--- src/rtl/wb_arb_pkg.sv ---
// Shared types and constants for the register-file write-port arbiter.
package wb_arb_pkg;

  localparam int REG_ADDR_W = 5;
  localparam int DATA_W     = 32;

  localparam logic SRC_PIPE = 1'b0;
  localparam logic SRC_MDU  = 1'b1;

  typedef struct packed {
    logic [REG_ADDR_W-1:0] addr;
    logic [DATA_W-1:0]     data;
  } wb_entry_t;

endpackage

--- src/rtl/wb_port_arbiter_if.sv ---
// Write-back / MDU / register-file signal bundle around the write-port arbiter.
interface wb_port_arbiter_if;
  import wb_arb_pkg::*;

  logic                  wb_reg_wr_en;
  logic [REG_ADDR_W-1:0] wb_reg_wr_addr;
  logic [DATA_W-1:0]     wb_reg_wr_data;
  logic                  mdu_valid;
  logic [REG_ADDR_W-1:0] mdu_addr;
  logic [DATA_W-1:0]     mdu_data;
  logic                  mdu_ready;
  logic                  rf_wr_en;
  logic [REG_ADDR_W-1:0] rf_wr_addr;
  logic [DATA_W-1:0]     rf_wr_data;
  logic                  rf_wr_src;
  logic                  stall_req;
  logic [31:0]           pend_mask;

  modport slave (
    input  wb_reg_wr_en, wb_reg_wr_addr, wb_reg_wr_data,
    input  mdu_valid, mdu_addr, mdu_data,
    output mdu_ready, rf_wr_en, rf_wr_addr, rf_wr_data, rf_wr_src,
    output stall_req, pend_mask
  );

  modport master (
    output wb_reg_wr_en, wb_reg_wr_addr, wb_reg_wr_data,
    output mdu_valid, mdu_addr, mdu_data,
    input  mdu_ready, rf_wr_en, rf_wr_addr, rf_wr_data, rf_wr_src,
    input  stall_req, pend_mask
  );

endinterface

--- src/rtl/wb_pend_fifo.sv ---
// Buffer for MDU results waiting on an idle write-port slot; exposes
// per-entry valid/address so the top can build the pending-write mask.
module wb_pend_fifo
  import wb_arb_pkg::*;
#(
  parameter int DEPTH = 4
) (
  input  logic                                i_clk,
  input  logic                                i_rst,
  input  logic                                i_push,
  input  logic                                i_pop,
  input  wb_entry_t                           i_din,
  output logic                                o_full,
  output logic                                o_empty,
  output wb_entry_t                           o_head,
  output logic [DEPTH-1:0]                    o_valid,
  output logic [DEPTH-1:0][REG_ADDR_W-1:0]    o_addr
);

  localparam int PTR_W = $clog2(DEPTH);
  localparam int CNT_W = $clog2(DEPTH + 1);

  wb_entry_t          r_mem [DEPTH];
  logic [PTR_W-1:0]   r_wr_ptr;
  logic [PTR_W-1:0]   r_rd_ptr;
  logic [CNT_W-1:0]   r_count;
  logic [DEPTH-1:0]   r_valid;

  always_ff @(posedge i_clk) begin
    if (i_push) begin
      r_mem[r_wr_ptr] <= i_din;
    end
  end

  // Pop clears before push sets so a same-index push keeps its valid bit.
  always_ff @(posedge i_clk) begin
    if (i_rst) begin
      r_wr_ptr <= '0;
      r_rd_ptr <= '0;
      r_count  <= '0;
      r_valid  <= '0;
    end else begin
      if (i_pop) begin
        r_rd_ptr          <= r_rd_ptr + PTR_W'(1);
        r_valid[r_rd_ptr] <= 1'b0;
      end
      if (i_push) begin
        r_wr_ptr          <= r_wr_ptr + PTR_W'(1);
        r_valid[r_wr_ptr] <= 1'b1;
      end
      case ({i_push, i_pop})
        2'b10:   r_count <= r_count + CNT_W'(1);
        2'b01:   r_count <= r_count - CNT_W'(1);
        default: r_count <= r_count;
      endcase
    end
  end

  always_comb begin
    o_addr = '0;
    for (int i = 0; i < DEPTH; i++) begin
      o_addr[i] = r_mem[i].addr;
    end
  end

  assign o_full  = (r_count == CNT_W'(DEPTH));
  assign o_empty = (r_count == CNT_W'(0));
  assign o_head  = r_mem[r_rd_ptr];
  assign o_valid = r_valid;

endmodule

--- src/rtl/wb_port_arbiter.sv ---
// Register-file write-port arbiter: pipeline write-back has priority, MDU
// results bypass or are buffered and drained into idle slots.
module wb_port_arbiter
  import wb_arb_pkg::*;
#(
  parameter int DEPTH        = 4,
  parameter int STARVE_LIMIT = 8
) (
  input  logic               clk,
  input  logic               rst,
  wb_port_arbiter_if.slave   bus
);

  localparam int ST_W = $clog2(STARVE_LIMIT + 1);

  logic                             w_busy;
  logic                             w_hs;
  logic                             w_mdu_nz;
  logic                             w_pop;
  logic                             w_push;
  logic                             w_bypass;
  logic                             w_full;
  logic                             w_empty;
  wb_entry_t                        w_head;
  wb_entry_t                        w_din;
  logic [DEPTH-1:0]                 w_valid;
  logic [DEPTH-1:0][REG_ADDR_W-1:0] w_addr;
  logic [31:0]                      w_pend;
  logic [ST_W-1:0]                  r_starve_cnt;

  assign w_busy   = bus.wb_reg_wr_en && (bus.wb_reg_wr_addr != REG_ADDR_W'(0));
  assign w_hs     = bus.mdu_valid && !w_full && !rst;
  assign w_mdu_nz = (bus.mdu_addr != REG_ADDR_W'(0));
  assign w_pop    = !w_busy && !w_empty && !rst;
  // Bypass only when nothing older is queued, so ordering is never violated.
  assign w_bypass = !w_busy && w_empty && w_hs && w_mdu_nz;
  assign w_push   = w_hs && w_mdu_nz && !w_bypass;
  assign w_din    = '{addr: bus.mdu_addr, data: bus.mdu_data};

  wb_pend_fifo #(.DEPTH(DEPTH)) u_fifo (
    .i_clk   (clk),
    .i_rst   (rst),
    .i_push  (w_push),
    .i_pop   (w_pop),
    .i_din   (w_din),
    .o_full  (w_full),
    .o_empty (w_empty),
    .o_head  (w_head),
    .o_valid (w_valid),
    .o_addr  (w_addr)
  );

  always_ff @(posedge clk) begin
    if (rst || w_empty || w_pop) begin
      r_starve_cnt <= '0;
    end else if (r_starve_cnt != ST_W'(STARVE_LIMIT)) begin
      r_starve_cnt <= r_starve_cnt + ST_W'(1);
    end else begin
      r_starve_cnt <= r_starve_cnt;
    end
  end

  always_comb begin
    w_pend = '0;
    for (int i = 0; i < DEPTH; i++) begin
      if (w_valid[i]) begin
        w_pend[w_addr[i]] = 1'b1;
      end
    end
  end

  always_comb begin
    bus.rf_wr_en   = 1'b0;
    bus.rf_wr_addr = '0;
    bus.rf_wr_data = '0;
    bus.rf_wr_src  = SRC_PIPE;
    if (rst) begin
      bus.rf_wr_en = 1'b0;
    end else if (w_busy) begin
      bus.rf_wr_en   = 1'b1;
      bus.rf_wr_addr = bus.wb_reg_wr_addr;
      bus.rf_wr_data = bus.wb_reg_wr_data;
    end else if (w_pop) begin
      bus.rf_wr_en   = 1'b1;
      bus.rf_wr_addr = w_head.addr;
      bus.rf_wr_data = w_head.data;
      bus.rf_wr_src  = SRC_MDU;
    end else if (w_bypass) begin
      bus.rf_wr_en   = 1'b1;
      bus.rf_wr_addr = bus.mdu_addr;
      bus.rf_wr_data = bus.mdu_data;
      bus.rf_wr_src  = SRC_MDU;
    end else begin
      bus.rf_wr_en = 1'b0;
    end
  end

  assign bus.mdu_ready = !rst && !w_full;
  assign bus.stall_req = !rst && (r_starve_cnt == ST_W'(STARVE_LIMIT));
  assign bus.pend_mask = rst ? 32'h0 : w_pend;

endmodule

--- src/flat_wrapper.sv ---
// flat-port wrapper written by rule: the top's interface ports become plain ports
module wb_port_arbiter_flat import wb_arb_pkg::*;
#(
  parameter int DEPTH        = 4,
  parameter int STARVE_LIMIT = 8
)
  (clk, rst, bus_wb_reg_wr_en, bus_wb_reg_wr_addr, bus_wb_reg_wr_data, bus_mdu_valid, bus_mdu_addr, bus_mdu_data, bus_mdu_ready, bus_rf_wr_en, bus_rf_wr_addr, bus_rf_wr_data, bus_rf_wr_src, bus_stall_req, bus_pend_mask);
  wb_port_arbiter_if bus_i ();
  input  logic clk;
  input  logic rst;
  input wire logic [$bits(bus_i.wb_reg_wr_en)-1:0] bus_wb_reg_wr_en;
  input wire logic [$bits(bus_i.wb_reg_wr_addr)-1:0] bus_wb_reg_wr_addr;
  input wire logic [$bits(bus_i.wb_reg_wr_data)-1:0] bus_wb_reg_wr_data;
  input wire logic [$bits(bus_i.mdu_valid)-1:0] bus_mdu_valid;
  input wire logic [$bits(bus_i.mdu_addr)-1:0] bus_mdu_addr;
  input wire logic [$bits(bus_i.mdu_data)-1:0] bus_mdu_data;
  output wire logic [$bits(bus_i.mdu_ready)-1:0] bus_mdu_ready;
  output wire logic [$bits(bus_i.rf_wr_en)-1:0] bus_rf_wr_en;
  output wire logic [$bits(bus_i.rf_wr_addr)-1:0] bus_rf_wr_addr;
  output wire logic [$bits(bus_i.rf_wr_data)-1:0] bus_rf_wr_data;
  output wire logic [$bits(bus_i.rf_wr_src)-1:0] bus_rf_wr_src;
  output wire logic [$bits(bus_i.stall_req)-1:0] bus_stall_req;
  output wire logic [$bits(bus_i.pend_mask)-1:0] bus_pend_mask;
  assign bus_i.wb_reg_wr_en = bus_wb_reg_wr_en;
  assign bus_i.wb_reg_wr_addr = bus_wb_reg_wr_addr;
  assign bus_i.wb_reg_wr_data = bus_wb_reg_wr_data;
  assign bus_i.mdu_valid = bus_mdu_valid;
  assign bus_i.mdu_addr = bus_mdu_addr;
  assign bus_i.mdu_data = bus_mdu_data;
  assign bus_mdu_ready = bus_i.mdu_ready;
  assign bus_rf_wr_en = bus_i.rf_wr_en;
  assign bus_rf_wr_addr = bus_i.rf_wr_addr;
  assign bus_rf_wr_data = bus_i.rf_wr_data;
  assign bus_rf_wr_src = bus_i.rf_wr_src;
  assign bus_stall_req = bus_i.stall_req;
  assign bus_pend_mask = bus_i.pend_mask;
  wb_port_arbiter #(.DEPTH(DEPTH), .STARVE_LIMIT(STARVE_LIMIT)) u_core (.clk(clk), .rst(rst), .bus(bus_i));
endmodule
--- config.mk ---
export PLATFORM = sky130hd
export DESIGN_NAME = wb_port_arbiter_flat
export DESIGN_NICKNAME = d
export VERILOG_FILES = /design/src/rtl/wb_arb_pkg.sv /design/src/rtl/wb_port_arbiter_if.sv /design/src/rtl/wb_pend_fifo.sv /design/src/rtl/wb_port_arbiter.sv /design/src/flat_wrapper.sv
export SDC_FILE = /design/constraint.sdc
export NUM_CORES = 1
export LEC_CHECK = 0
export CAP_MARGIN = 15
export CORE_UTILIZATION = 57
export DETAILED_ROUTE_END_ITERATION = 10
export HOLD_SLACK_MARGIN = 0.02
export PLACE_DENSITY = 0.94
export SLEW_MARGIN = 20
export SYNTH_ARGS = -nofsm -noshare
export SYNTH_HDL_FRONTEND = slang
export SYNTH_SLANG_ARGS = --single-unit
--- constraint.sdc ---
create_clock -name clk -period 7.67 [get_ports clk]
set_input_delay 0.767 -clock clk [delete_from_list [all_inputs] [get_ports clk]]
set_output_delay 0.767 -clock clk [all_outputs]
set_load 0.01 [all_outputs]
Word level (Yosys, flattened, before mapping) --
Memories as Yosys holds them, arrays and structs flattened. A register that Yosys moved wholly into a read port is not among the register bits. Cells that the tools add are included.
Storage, ports and cells: flip-flop bits (word level) 15, memory bits (writable) 148, bits of input ports 78, output and inout port bits 73, word-level logic and storage cells 102, memories 1
Operators by class: add/subtract/negate cells 5, $lt $le $gt $ge 12, equality and inequality tests 5, muxes and demuxes 39, bitwise gates (word level) 6, reduce and logical (&&, ||, !) cells 29
Memories:
- u_core.u_fifo.r_mem | depth 4, bits a word 37, rd ports 5, clocked after Yosys merged registers in 1, wr ports 1, RTL line wb_pend_fifo.sv:23 | wb_entry_t r_mem [DEPTH];
Operators by type and width (count):
- $mux 32 | 9
- $or 32x32->32 | 3
- $lt 5x6->1 const B | 4
- $demux 1 s5 | 4
- $ge 5x1->1 const B | 4
- $mux 5 | 4
- $logic_and 1x1->1 | 18
- $mux 1 | 14
- $mux 4 | 3
- $reduce_bool 5->1 | 2
- $lt 2x3->1 const B | 2
- $pmux 3 s2 | 1
- $logic_not 1->1 | 5
- $add 2x1->2 const B | 2
- $add 4x1->4 const B | 1
- $and 4x4->4 | 1
- $demux 1 s2 | 2
- $eq 4x4->1 const B | 1
- $ge 2x1->1 const B | 2
- $mux 2 | 2
- $ne 4x4->1 const B | 1
- $not 4->4 | 1
- $or 4x4->4 | 1
- $add 3x1->3 const B | 1
- 7 further kinds | 8

Logic depth before layout (Yosys ltp) --
word-level depth 12, gate-level depth with buffers 11, depth with buffers taken out 10

Modules after synthesis --
From an unflattened synthesis, not the netlist that was laid out.
Unflattened totals: cells, all modules 658, area, all modules 8972.4 µm²
By module, submodules not included:
- wb_pend_fifo | times used 1, cells an instance 282, area an instance 6168.4 µm²
- wb_port_arbiter | times used 1, cells an instance 376, area an instance 2803.9 µm²

Worst setup path before layout --
No wires, ideal clock.
kind input to register, start point input bus_wb_reg_wr_addr[4], end point register u_core.u_fifo.r_count[2], library setup time 70 ps, data arrival time 2999 ps, required time 7600 ps, slack 4600 ps, stages 11, path buffers 1, path through or3_1 > o311a_1 > o21a_1 > buf_2 > inv_1 > ha_1 > inv_1 > fa_1 > xor2_1 > or3_1 > a21oi_1
Between the ends: longest elaborated chain between the ends 10, elaborated cells between the ends (all ways) 14, classes of those cells eq/ne (2); mux (1); reduce/logical (11)
Ends and longest elaborated chain:
- start, declared | RTL line flat_wrapper.sv:12 | input wire logic [$bits(bus_i.wb_reg_wr_addr)-1:0] bus_wb_reg_wr_addr;
- $reduce_bool 5->1 * | RTL line wb_port_arbiter.sv:31 | assign w_busy = bus.wb_reg_wr_en && (bus.wb_reg_wr_addr != REG_ADDR_W'(0));
- $logic_and 1x1->1 * | RTL line wb_port_arbiter.sv:31
- $logic_not 1->1 * | RTL line wb_port_arbiter.sv:34, wb_port_arbiter.sv:36
- $logic_and 1x1->1 (3 in a row) | RTL line wb_port_arbiter.sv:36 | assign w_bypass = !w_busy && w_empty && w_hs && w_mdu_nz;
- $logic_not 1->1 | RTL line wb_port_arbiter.sv:37 | assign w_push = w_hs && w_mdu_nz && !w_bypass;
- $logic_and 1x1->1 | RTL line wb_port_arbiter.sv:37
- $eq 2x1->1 / $eq 2x2->1 (equally long branches) | RTL line wb_pend_fifo.sv:51 | case ({i_push, i_pop})
- $pmux 3 s2 / $reduce_bool 2->1 (equally long branches)
- end signal, assigned | RTL line wb_pend_fifo.sv:52 | 2'b10: r_count <= r_count + CNT_W'(1);
- end signal, assigned | RTL line wb_pend_fifo.sv:53 | 2'b01: r_count <= r_count - CNT_W'(1);
- end signal, assigned | RTL line wb_pend_fifo.sv:54 | default: r_count <= r_count;
- end, declared | RTL line wb_pend_fifo.sv:26 | logic [CNT_W-1:0] r_count;
Mark *: on every way between the ends. The rest lies on a longest branch, timed or not. A chain may end at the register's enable or synchronous reset.

Worst setup path in the final report --
start point input bus_wb_reg_wr_addr[3], end point output bus_rf_wr_addr[4]
Between the ends: longest elaborated chain between the ends 10, elaborated cells between the ends (all ways) 12, classes of those cells mux (4); reduce/logical (8)
Ends and longest elaborated chain:
- $reduce_bool 5->1 * | RTL line wb_port_arbiter.sv:31
- $logic_and 1x1->1 * | RTL line wb_port_arbiter.sv:31
- $logic_not 1->1 | RTL line wb_port_arbiter.sv:34, wb_port_arbiter.sv:36
- $logic_and 1x1->1 (3 in a row) | RTL line wb_port_arbiter.sv:36
- $mux 5 | RTL line wb_port_arbiter.sv:88 | end else if (w_bypass) begin
- $mux 5 | RTL line wb_port_arbiter.sv:83 | end else if (w_pop) begin
- $mux 5 * | RTL line wb_port_arbiter.sv:79 | end else if (w_busy) begin
- $mux 5 * | RTL line wb_port_arbiter.sv:77 | if (rst) begin
- end, declared | RTL line flat_wrapper.sv:19 | output wire logic [$bits(bus_i.rf_wr_addr)-1:0] bus_rf_wr_addr;
Marks and branches as above.

==> results.md <==
* Post-synth EDFFs at roughly 150
* Final Max Tran Viols at 0
* First-pass GRT wire length at approximately 36,000 um
* Power density over the cells at around 210 nW/um2
* Most used cell, CP: clkdlybuf4s50_1
* Tmin final at approximately 4.4 ns
* Largest cells by area after synthesis: edfxtp_1 (54%), mux4_2 (10%), dfxtp_1 (4.1%)
* Yosys warnings at 0
* Largest net degree at the start of global routing at 50
* CTS tree: yes
* # hold bufs at CTS at 0
* Worst Max-Slew Pin Slew at around 1.1 ns
* Setup bufs post-CTS at 0
* Cell internal pwr at around 1700 uW
* Psw at about 540 uW
* Initial antenna violation count at 0
* Register area at around 4800 um2
* Seq cells post-synth at 165
* Combinational share of power at a little over an eighth
* Htree depth at 4
* Lkg Pwr at 0.00323 uW
* RSZ-0062 raised after global routing: no
* WP data arrival at about 3.7 ns
* Critical R2R Capture: u_core.u_fifo.r_count[2]
* DP HPWL at approximately 15,000 um
* Clock power frac at approximately two fifths
* Row count at 43
* Maximum fanout along the worst path at 43
* Clk_skew at around 0.0075 ns
* Data required, critical path at slightly below 7 ns
* WS Path Type: primary input to primary output
* CP Capture Type: primary output
* Gr usage total at 32.7%
* Gpl congestion at between 0.9 and 1
* Fillers at between 800 and 900
* Post-synth cell types at 47
* Post-CTS Resized at 0
* Power Total at about 2200 uW
* DRT iter0 DRCs at between 800 and 900
* Net count after synthesis at around 720
* Worst path cell trace: clkdlybuf4s50_1, or3_1, o31ai_4, buf_4, nor2_1, a311oi_1, clkdlybuf4s50_1
* HP Class: flop to flop
* Synth area leader: edfxtp_1
* CP Buf/Inv Count at 3
* Port Buffer Count at 150
* Period utilisation layout at 57.6%
* Setup total negative slack at 0 ns
* Area of the core at 14,000 um2
* Footprint of the multi-input gates at between 3000 and 4000 um2
* I/O Pins at 151
* Fmax at 226 MHz
* Die Area at around 15,000 um2
* Crit path launch type: primary input
* Grt ovf at 0
* Mapped Area at approximately 8300 um2
* Vias in the first global route at between 6,000 and 7,000
* # setup viols final at 0
* Chip width at 123 um
* Asr flop ratio synth at 0%
* R2R Path Start: u_core.u_fifo.r_count[2]
* Syn_area_per_cell at about 13 um2
* CTS Buf Count at 17
* DR pass1 iterations at 7
* Worst Reg-to-Reg Cells at 10
* Post-synthesis sequential area ratio at 57.7%
* Sink Count at 165
* Top_reg_cell synth: edfxtp_1
* Hold path depth at 2
* Root cell of the clock tree: clkbuf_16
* Max Root-Sink Buffers at 2
* Max VDD drop at ~0.17 mV
* Slew headroom at 26.1%
* Crit-path max cell delay at about 0.64 ns
* CP max stage cell: clkdlybuf4s50_1
* Vias per cell at about 6.9
* Final wirelength at between 20,000 and 25,000 um
* Hold_sp: u_core.r_starve_cnt[3]
* Initial Util at between 50% and 60%
* Yosys top cell area share at roughly 54%
* Final antenna-violating net count at 0
* Die height at around 120 um
* P&R area growth vs syn at 26.2%
* Net Sw Frac at 24.3%
* Hold Path End: u_core.r_starve_cnt[3]
* Final hold viol count at 0
* Nets at 846
* Clock transition at path regs at ~0.060 ns
* Layout cells sized above 1 at 13.1%
* Outcome: finished, final reports clean
* Seq pwr share at a little under half
* Routed WL per cell at approximately 25 um
* Vias at between 6,000 and 7,000
* Top delay family on crit path: buffers and inverters
* Antenna cells at 0
* Latest clock arrival within the worst-skew pair at roughly 0.44 ns
* Flop2flop setup slack at about 5.3 ns
* DRC errors left at 0
* Max-Cap Viols at 0
* Gate Count Post-Synth at 633
area by class of cell:
| cell class | count | share of cell area (%) |
|---|---|---|
| sequential | 165 | 45.8 |
| multi-input combinational | 405 | 31.0 |
| timing repair buffer | 154 | 14.7 |
| clock buffer | 20 | 4.27 |
| tap | 180 | 2.15 |
| clock inverter | 12 | 1.63 |
| inverter | 13 | 0.467 |
registers in the layout, indices dropped and copies added (netlist names), named ones only:
| name | cells |
|---|---|
| u_core.r_starve_cnt | 4 |
| u_core.u_fifo.o_valid | 4 |
| u_core.u_fifo.r_count | 3 |
| u_core.u_fifo.r_mem | 148 |
| u_core.u_fifo.r_rd_ptr | 2 |
| u_core.u_fifo.r_wr_ptr | 2 |
metrics by stage:
step                      cell area (um2)  setup slack, ns  utilization (%)  cells  hold slack [ns]
after floorplan                      8290             4.60                -    633            0.475
after global placement               9810             3.48             69.9    916            0.491
after detailed placement             9820             3.42             69.9    916            0.513
after CTS                           10400             3.39             74.3    948            0.529
after global routing                10500             3.24             74.5    949            0.552
final                               10500             3.25             74.5    949            0.528
worst register-to-register path, delay by kind of cell, from the launching register on:
| kind | cells | cell delay, ns |
|---|---|---|
| AOI/OAI and AO/OA | 3 | 0.59 |
| xor gates and xnor gates | 1 | 0.15 |
| adders and majority gates | 2 | 0.59 |
| buffers and inverters | 3 | 0.27 |
| DFF | 1 | 0.43 |
| and+or+nand+nor | 1 | 0.31 |
power by group through the flow:
stage / clock, uW / sequential, uW / combinational (uW)
2_1_floorplan: 0 / 1030 / 168
3_3_place_gp: 0 / 1040 / 271
3_5_place_dp: 0 / 1050 / 283
4_1_cts: 886 / 1030 / 288
5_1_grt: 920 / 1030 / 310
6_report: 886 / 1030 / 295
cells in the final DEF (no fill, tap or decap), drive strengths merged, types with 17 or more instances in the layout:
cell,Yosys,layout
a22oi,42,42
nor2,72,72
a21oi,46,46
nand2,23,23
clkbuf,25,20
clkdlybuf4s50,0,149
a221oi,37,37
mux4,37,37
inv,13,17
o21ai,35,35
dfxtp,17,17
edfxtp,148,148
metal layers:
layer | vias up | track usage (%) | wire (um) | part of all wire [%]
li1 | 2776 | - | - | -
met1 | 3147 | 43.0 | 8960 | 37
met2 | 542 | 53.6 | 11900 | 49
met3 | 83 | 6.55 | 2390 | 9.9
met4 | 0 | 13.0 | 850 | 3.5
met5 | - | 0 | 0 | 0
worst max-delay path by stage:
stage | from | endpoint | slack [ns] | cells past startpoint
2_1_floorplan | bus_wb_reg_wr_addr[4] | u_core.u_fifo.r_count[2] | 4.60 | 11
3_3_place_gp | bus_wb_reg_wr_addr[4] | bus_rf_wr_addr[4] | 3.48 | 7
3_5_place_dp | bus_wb_reg_wr_addr[3] | bus_rf_wr_addr[4] | 3.42 | 7
4_1_cts | bus_wb_reg_wr_addr[4] | bus_rf_wr_addr[4] | 3.39 | 7
5_1_grt | bus_wb_reg_wr_addr[3] | bus_rf_wr_addr[4] | 3.24 | 7
6_report | bus_wb_reg_wr_addr[3] | bus_rf_wr_addr[4] | 3.25 | 7
cell families (layout without fill, tap and decap cells):
group | after synthesis | after routing | share of synthesized area, %
adder cells (fa/ha/maj) | 12 | 12 | 1.90
AND/OR/NAND/NOR | 165 | 165 | 10.0
flip-flops | 165 | 165 | 57.7
AO/OA/AOI/OAI | 185 | 185 | 16.0
XOR/XNOR | 5 | 5 | 0.528
multiplexers | 38 | 38 | 10.2
buffers and inverters | 63 | 199 | 3.61
synth_stat cells, drive strengths merged, types with 14 or more instances:
| cell | n |
|---|---|
| mux4 | 37 |
| edfxtp | 148 |
| o21ai | 35 |
| nand3 | 14 |
| buf | 25 |
| dfxtp | 17 |
| clkbuf | 25 |
| a22oi | 42 |
| a21oi | 46 |
| nor3b | 16 |
| nor2 | 72 |
| a221oi | 37 |
| nand2 | 23 |
No activity file was read; power rests on OpenSTA's default activity.
